`config.mk`:
```
export PLATFORM = sky130hd
export DESIGN_NAME = i2c_master_ctrl
export DESIGN_NICKNAME = d
export VERILOG_FILES = /design/src/rtl/i2c_master_ctrl.sv
export SDC_FILE = /design/constraint.sdc
export NUM_CORES = 1
export LEC_CHECK = 0
export CAP_MARGIN = 20
export CELL_PAD_IN_SITES_DETAIL_PLACEMENT = 0
export CELL_PAD_IN_SITES_GLOBAL_PLACEMENT = 1
export CORE_ASPECT_RATIO = 0.75
export CORE_MARGIN = 5
export CORE_UTILIZATION = 42
export DETAILED_ROUTE_END_ITERATION = 8
export PLACE_DENSITY = 0.82
export SLEW_MARGIN = 20
export SYNTH_ARGS = -nofsm -noshare
export SYNTH_HDL_FRONTEND = slang
export SYNTH_SLANG_ARGS = --single-unit
```
`constraint.sdc`:
```
create_clock -name clk -period 2.6 [get_ports clk]
set_input_delay 0.65 -clock clk [delete_from_list [all_inputs] [get_ports clk]]
set_output_delay 0.65 -clock clk [all_outputs]
set_load 0.05 [all_outputs]
```
`src/rtl/i2c_master_ctrl.sv`:
```
// i2c_master_ctrl
// Single-byte I2C master sequencer. Each accepted command runs
// START, the address byte with the R/W bit, the slave ACK slot, then either
// one written byte plus its ACK slot or one read byte plus a master NACK,
// and finally STOP. A slave NACK on the address or write byte goes straight
// to STOP. Each bit slot is four quarter periods of SCL (P0..P3), and each
// quarter period lasts CLK_DIV clk cycles.
//
// Ports
//   clk, rst_n          system clock (rising edge), async active-low reset
//   cmd_valid/cmd_ready command handshake; ready only while idle
//   cmd_addr, cmd_rw    7-bit slave address, 1 = read, 0 = write
//   cmd_wdata           byte to write
//   rdata               last successfully read byte
//   done, ack_err       end-of-transaction pulse and slave-NACK flag
//   busy                inverse of cmd_ready
//   inbar_out           1 = master drives SDA
//   iSCL, oSDA          SCL level and SDA drive value to the bus interface
//   iSDA                sampled SDA from the bus interface
module i2c_master_ctrl #(
    parameter int CLK_DIV = 4
) (
    input  logic       clk,
    input  logic       rst_n,
    input  logic       cmd_valid,
    output logic       cmd_ready,
    input  logic [6:0] cmd_addr,
    input  logic       cmd_rw,
    input  logic [7:0] cmd_wdata,
    output logic [7:0] rdata,
    output logic       done,
    output logic       ack_err,
    output logic       busy,
    output logic       inbar_out,
    output logic       iSCL,
    output logic       oSDA,
    input  logic       iSDA
);

    typedef enum logic [3:0] {
        IDLE, START, ADDR, ADDR_ACK, WDATA, WDATA_ACK, RDATA, RNACK, STOP
    } state_t;

    localparam logic [7:0] DIV_LAST = 8'(CLK_DIV - 1);

    state_t     state, state_nxt;
    logic [7:0] div_cnt;
    logic [1:0] quarter;
    logic [2:0] bit_cnt;
    logic [7:0] addr_byte;
    logic [7:0] wdata_reg;
    logic [7:0] rx_shift;
    logic       tick;
    logic       q_end;
    logic       sample;
    logic       accept;
    logic       last_bit;
    logic       bit_scl;

    assign cmd_ready = (state == IDLE);
    assign busy      = ~cmd_ready;
    assign accept    = cmd_valid & cmd_ready;
    assign tick      = (state != IDLE) && (div_cnt == DIV_LAST);
    assign q_end     = tick && (quarter == 2'd3);
    // SDA is sampled on the tick that closes P2, while SCL is still high.
    assign sample    = tick && (quarter == 2'd2);
    assign last_bit  = (bit_cnt == 3'd0);
    assign bit_scl   = (quarter == 2'd1) || (quarter == 2'd2);

    always_ff @(posedge clk or negedge rst_n) begin
        if (!rst_n) state <= IDLE;
        else        state <= state_nxt;
    end

    always_comb begin
        state_nxt = state;
        iSCL      = 1'b1;
        oSDA      = 1'b1;
        inbar_out = 1'b0;
        case (state)
            IDLE: begin
                if (accept) state_nxt = START;
            end
            START: begin
                // SDA falls while SCL is high, then SCL falls.
                oSDA      = (quarter < 2'd2);
                iSCL      = (quarter != 2'd3);
                inbar_out = 1'b1;
                if (q_end) state_nxt = ADDR;
            end
            ADDR: begin
                iSCL      = bit_scl;
                oSDA      = addr_byte[bit_cnt];
                inbar_out = 1'b1;
                if (q_end && last_bit) state_nxt = ADDR_ACK;
            end
            ADDR_ACK: begin
                iSCL = bit_scl;
                // ack_err was already updated by the P2 sample of this slot.
                if (q_end) state_nxt = ack_err ? STOP : (addr_byte[0] ? RDATA : WDATA);
            end
            WDATA: begin
                iSCL      = bit_scl;
                oSDA      = wdata_reg[bit_cnt];
                inbar_out = 1'b1;
                if (q_end && last_bit) state_nxt = WDATA_ACK;
            end
            WDATA_ACK: begin
                iSCL = bit_scl;
                if (q_end) state_nxt = STOP;
            end
            RDATA: begin
                iSCL = bit_scl;
                if (q_end && last_bit) state_nxt = RNACK;
            end
            RNACK: begin
                iSCL      = bit_scl;
                inbar_out = 1'b1;
                if (q_end) state_nxt = STOP;
            end
            STOP: begin
                // SCL rises first, then SDA rises while SCL is high.
                oSDA      = quarter[1];
                iSCL      = (quarter != 2'd0);
                inbar_out = 1'b1;
                if (q_end) state_nxt = IDLE;
            end
            default: state_nxt = IDLE;
        endcase
    end

    always_ff @(posedge clk or negedge rst_n) begin
        if (!rst_n) begin
            div_cnt <= 8'd0;
            quarter <= 2'd0;
            bit_cnt <= 3'd7;
            done    <= 1'b0;
            ack_err <= 1'b0;
            rdata   <= 8'h00;
        end else begin
            if (state == IDLE || tick) div_cnt <= 8'd0;
            else                       div_cnt <= div_cnt + 8'd1;

            if (state == IDLE) quarter <= 2'd0;
            else if (tick)     quarter <= quarter + 2'd1;

            // Every state is entered at bit 7; only multi-bit states count down.
            if (state_nxt != state) bit_cnt <= 3'd7;
            else if (q_end)         bit_cnt <= bit_cnt - 3'd1;

            done <= (state == STOP) && q_end;

            if (accept)
                ack_err <= 1'b0;
            else if (sample && iSDA && (state == ADDR_ACK || state == WDATA_ACK))
                ack_err <= 1'b1;

            if (state == RDATA && q_end && last_bit) rdata <= rx_shift;
        end
    end

    // Command payload and receive shifter carry no reset: they are always
    // written before they are used.
    always_ff @(posedge clk) begin
        if (accept) begin
            addr_byte <= {cmd_addr, cmd_rw};
            wdata_reg <= cmd_wdata;
        end
        if (state == RDATA && sample) rx_shift <= {rx_shift[6:0], iSDA};
    end

endmodule
```
Word-level counts from Yosys, hierarchy flattened
Index checks and enable logic that the tools add are counted.
{"block": "classes", "n_addsub": 3, "n_lt_le_gt_ge": 2, "eq_ne": 14, "n_mux": 25, "n_bitwise": 2, "n_reduce_logical": 23}
{"op": "4-bit two-way mux", "count": 9}
{"op": "4-bit case mux with 8 select lines", "count": 1}
{"op": "4-bit by 3-bit == test with 1-bit output (second input constant)", "count": 4}
{"op": "1-bit logical AND", "count": 10}
{"op": "8-bit by 1-bit adder with 8-bit output (second input constant)", "count": 1}
{"op": "4-bit by 2-bit == test with 1-bit output (second input constant)", "count": 2}
{"op": "8-bit by 2-bit == test with 1-bit output (second input constant)", "count": 1}
{"op": "8-bit two-way mux", "count": 1}
{"op": "2-bit nonzero test", "count": 4}
{"op": "1-bit binary-select mux with 3-bit select", "count": 2}
{"op": "2-bit two-way mux", "count": 3}
{"op": "3-bit two-way mux", "count": 2}
{"op": "6-bit OR reduction", "count": 1}
{"op": "1-bit two-way mux", "count": 5}
{"op": "5-bit OR reduction", "count": 1}
{"op": "2-bit == test (second input constant)", "count": 2}
{"op": "4-bit by 1-bit == test with 1-bit output (second input constant)", "count": 1}
{"op": "4-bit == test (second input constant)", "count": 1}
{"op": "4-bit logical NOT", "count": 1}
{"op": "3-bit by 4-bit less-than comparator with 1-bit output (second input constant)", "count": 1}
{"op": "4-bit inequality test", "count": 1}
{"op": "1-bit case mux with 4 select lines", "count": 1}
{"op": "4-bit nonzero test", "count": 1}
{"op": "3-bit logical NOT", "count": 1}
{"op": "other kinds (10)", "count": 12}
{"block": "totals", "register_bits": 51, "in_bits": 20, "out_inout_bits": 15, "word_cells": 79}

Longest topological paths before layout
{"block": "depth", "depth_word": 8, "ltp_mapped": 6, "depth_no_buf": 6}

Worst setup path before layout
Ideal clock, no wire load.
{"block": "synth_timing", "path_type": "register -> output", "from": "register bit_cnt[2]", "to": "output oSDA", "arrival_ns": 2.374, "t_required_ns": 1.950, "slack_ns": -0.424, "path_stages_with_launch": 6, "n_path_buf": 1, "path_cell_list": "dfstp_2 > clkbuf_1 > mux4_2 > mux2i_1 > and4b_1 > a211oi_1"}
{"block": "synth_between", "elab_chain_len": 3}
{"element": "start, declared", "line": "49", "text": "logic [2:0] bit_cnt;"}
{"element": "start signal, assigned", "line": "149", "text": "else if (q_end) bit_cnt <= bit_cnt - 3'd1;"}
{"element": "1-bit binary-select mux with 3-bit select, on equally long branches", "line": "104, 93"}
{"element": "1-bit two-way mux, on equally long branches", "line": "104, 93"}
{"element": "1-bit case mux with 4 select lines (*)", "line": "80", "text": "case (state)"}
{"element": "end, declared", "line": "36", "text": "output logic oSDA,"}
Mark *: on every way between the ends. The rest lies on a longest branch, timed or not. The select of a mux whose other input is x is not followed.

Final worst setup path
{"block": "layout_timing", "from": "register bit_cnt[1]", "to": "output oSDA"}
Same word-level chain as after synthesis.

==> results.ini <==
[min_path]
min_to = rx_shift[3]
holdPathStages = 0
min_from = rx_shift[2]
min_path_type = reg -> reg

[placed_design]
place.gp.congestion = 0.8404
dp_hpwl_mm = 3.103
portBuffers = 34
dp_worst_setup_slack_ns = 0.06848
dpl_cell_area_sq_mm = 0.002771

[routing]
vias = 1443
ant_nets = 0
dr.pass1.iters = 4
drt-initial-drc-count = 109
route.final.wire_length_mm = 4.204
routedWlPerCell_um = 14.55
drc = 0
vias_per_cell = 4.993

[layout]
multi_input_area_sq_um = 858.3
layout-drive-gt1-share_pct = 21.03
antenna_cells = 0
fin_util_pct = 54.27
syn2layout_area_growth_pct = 26.24
num-fill-cells = 459
fin_area_sq_mm = 0.002889
final_net_count = 239
regArea_sq_mm = 0.001400

[floorplan]
design.core.area_sq_mm = 0.005324
pin_count = 35
die_x_um = 95.24
rows = 23
initial_core_util_pct = 42.98
chipHeight_um = 73.93
design.die.area_sq_mm = 0.007040

[sta]
drv_slew = 0
fmax_ghz = 0.3819
rsz0062_at_grt = true
fin_worst_skew_ns = 0.004466
fin_crit_sh_pct = 100.7
period_minus_slack_ns = 2.619
worst_hold_slack_ns = 0.4532
worst_slew_pin_slew_ns = 0.5076
hold_violations = 0
slew_headroom_pct = 66.06
worst_slack_ns = -0.01856
setup_violations = 1

[clock_tree]
cts.htree.levels = 2
cts_sinks = 51
postCtsHoldBufs = 0
cts_root_buf = clkbuf_8
clock_latency_ns = 0.29
cts_inserted_buffers = 5
cts_tree = yes
clkTransAtPathRegs_ns = 0.09
clk_path_buf_depth = 2

[yosys]
synth_area_sq_mm = 0.002288
synth_seq_cells = 51
synth_top_family_by_area = simple AND/OR/NAND/NOR gates
muxShareOfSynthArea_pct = 9.677
synth_top_flop_cell = edfxtp_1
synth_xor_xnor_area_share_pct = 3.445
syn_inst = 172
synth_top_cell_by_area = edfxtp_1
yosys_warnings = 0
synth_commonest_cells = dfrtp_1, edfxtp_1, nor2_1
synthAdderAreaFrac_pct = 3.280
synth_compound_area_share_pct = 5.960
synthArstFlopShare_pct = 52.94
avgSynthCellArea_sq_um = 13.30
syn-num-nets = 198
synth-simple-area-share_pct = 14.00
ys_top_cells_by_area = edfxtp_1, dfrtp_1, mux2_2
yosysUniqueCellTypes = 39
ys_seq_area_share_pct = 61.18
synthDominantCellAreaShare_pct = 31.49
synth_edf_count = 24

[pwr]
ir_drop_v = 0.0003120
power_density_mw_per_mm2 = 794.3
leakagePower_nw = 1.179

[setup_path]
crit_type = reg -> out
rrSetupSlack_ns = 0.42
startpoint_type = flip-flop
rr_endpoint = rdata[0]
cp.arrival_ns = 1.97
path_max_fanout = 4
crit_path_end_kind = output pin
cp-startpoint = bit_cnt[1]
r2r_cells = 5
slowest_delay_ns = 0.58
worstPathCellList = mux4_2 > and2_4 > a2111oi_4 > a211oi_2 > buf_6
cpMaxStageDelayCell = dfstp_2
required_ns = 1.95
crit-reg2reg-launch = div_cnt[0]

[grt]
grt_pass1_vias = 1412
antenna_found_initial = 0
grt_use_total_pct = 12.79
grt_pass1_wl_mm = 6.948
grt_max_degree = 28
grt_overflow = 0

[flow_run]
cap_violations = 0

[run_status]
status = finished, violations left
violations = setup timing

## worst max path at each step
stage / slack (ns) / end / cells past startpoint
after floorplan: 0.03 / iSCL / 5
after global placement: 0.11 / oSDA / 5
after detailed placement: 0.07 / oSDA / 5
after CTS: -0.05 / oSDA / 5
after global routing: -0.13 / oSDA / 5
final: -0.02 / oSDA / 5
## power by group
part | internal (mW) | switching [mW] | total (mW)
logic | 0.358 | 0.409 | 0.768
registers | 0.945 | 0.151 | 1.10
clock network | 0.188 | 0.243 | 0.431
## per-stage QoR
stage | std cells | power, mW | setup TNS [ns]
after floorplan | 172 | 1.569 | 0
after global placement | 280 | 1.851 | 0
after detailed placement | 280 | 1.864 | 0
after CTS | 289 | 2.318 | -0.04746
after global routing | 289 | 2.428 | -0.1291
final | 289 | 2.295 | -0.01856
## cell usage in the layout, fill, tap and decap left out, types with 2 or more instances in the layout
cell type	n
clkdlybuf4s50_1	29
nand2_1	9
buf_12	3
nor3_1	2
nand2b_1	3
xnor2_1	3
ha_1	6
xor2_1	6
mux2i_1	3
nor2_1	18
mux2_2	8
o31ai_1	2
and3_1	5
nand3_1	7
a21oi_1	5
clkbuf_8	5
dfstp_2	3
nand4_1	2
buf_4	8
o21ai_0	2
edfxtp_1	24
mux4_2	4
dfrtp_1	24
inv_1	7
## repair_timing
action,in CTS,in global routing
gates resized for setup,6,1
cloned,0,0
buffers inserted,1,0
endpoints found under the setup margin,1,2
pin swaps,1,0
## cell type report
class,count,area share [%]
clock inverters,2,0.4331
clock buffers,6,2.512
flip-flops and latches,51,48.46
repair buffers,41,14.60
inverters,8,1.039
well taps,75,3.248
multi-input cells,106,29.71
## cell families after synthesis
group | count (synthesis)
flops | 51
buf+inv | 15
xor+xnor | 9
compound gates | 19
mux | 16
simple gates | 56
fa+ha+maj | 6
## routing by layer
layer	vias up	GRT usage, %	share of wire, %
li1	701	-	-
met1	699	18.06	47
met2	41	19.94	46
met3	2	4.299	6.6
met4	0	1.440	0.12
met5	-	0	0
## worst max-delay path: cells and delay by family, from the launching register on
kind            cells  cell delay, ns
simple gates        1            0.17
flops               1            0.58
compound gates      2            0.26
mux                 1            0.50
buf+inv             1            0.16
Power figures use the tool's default switching activity.
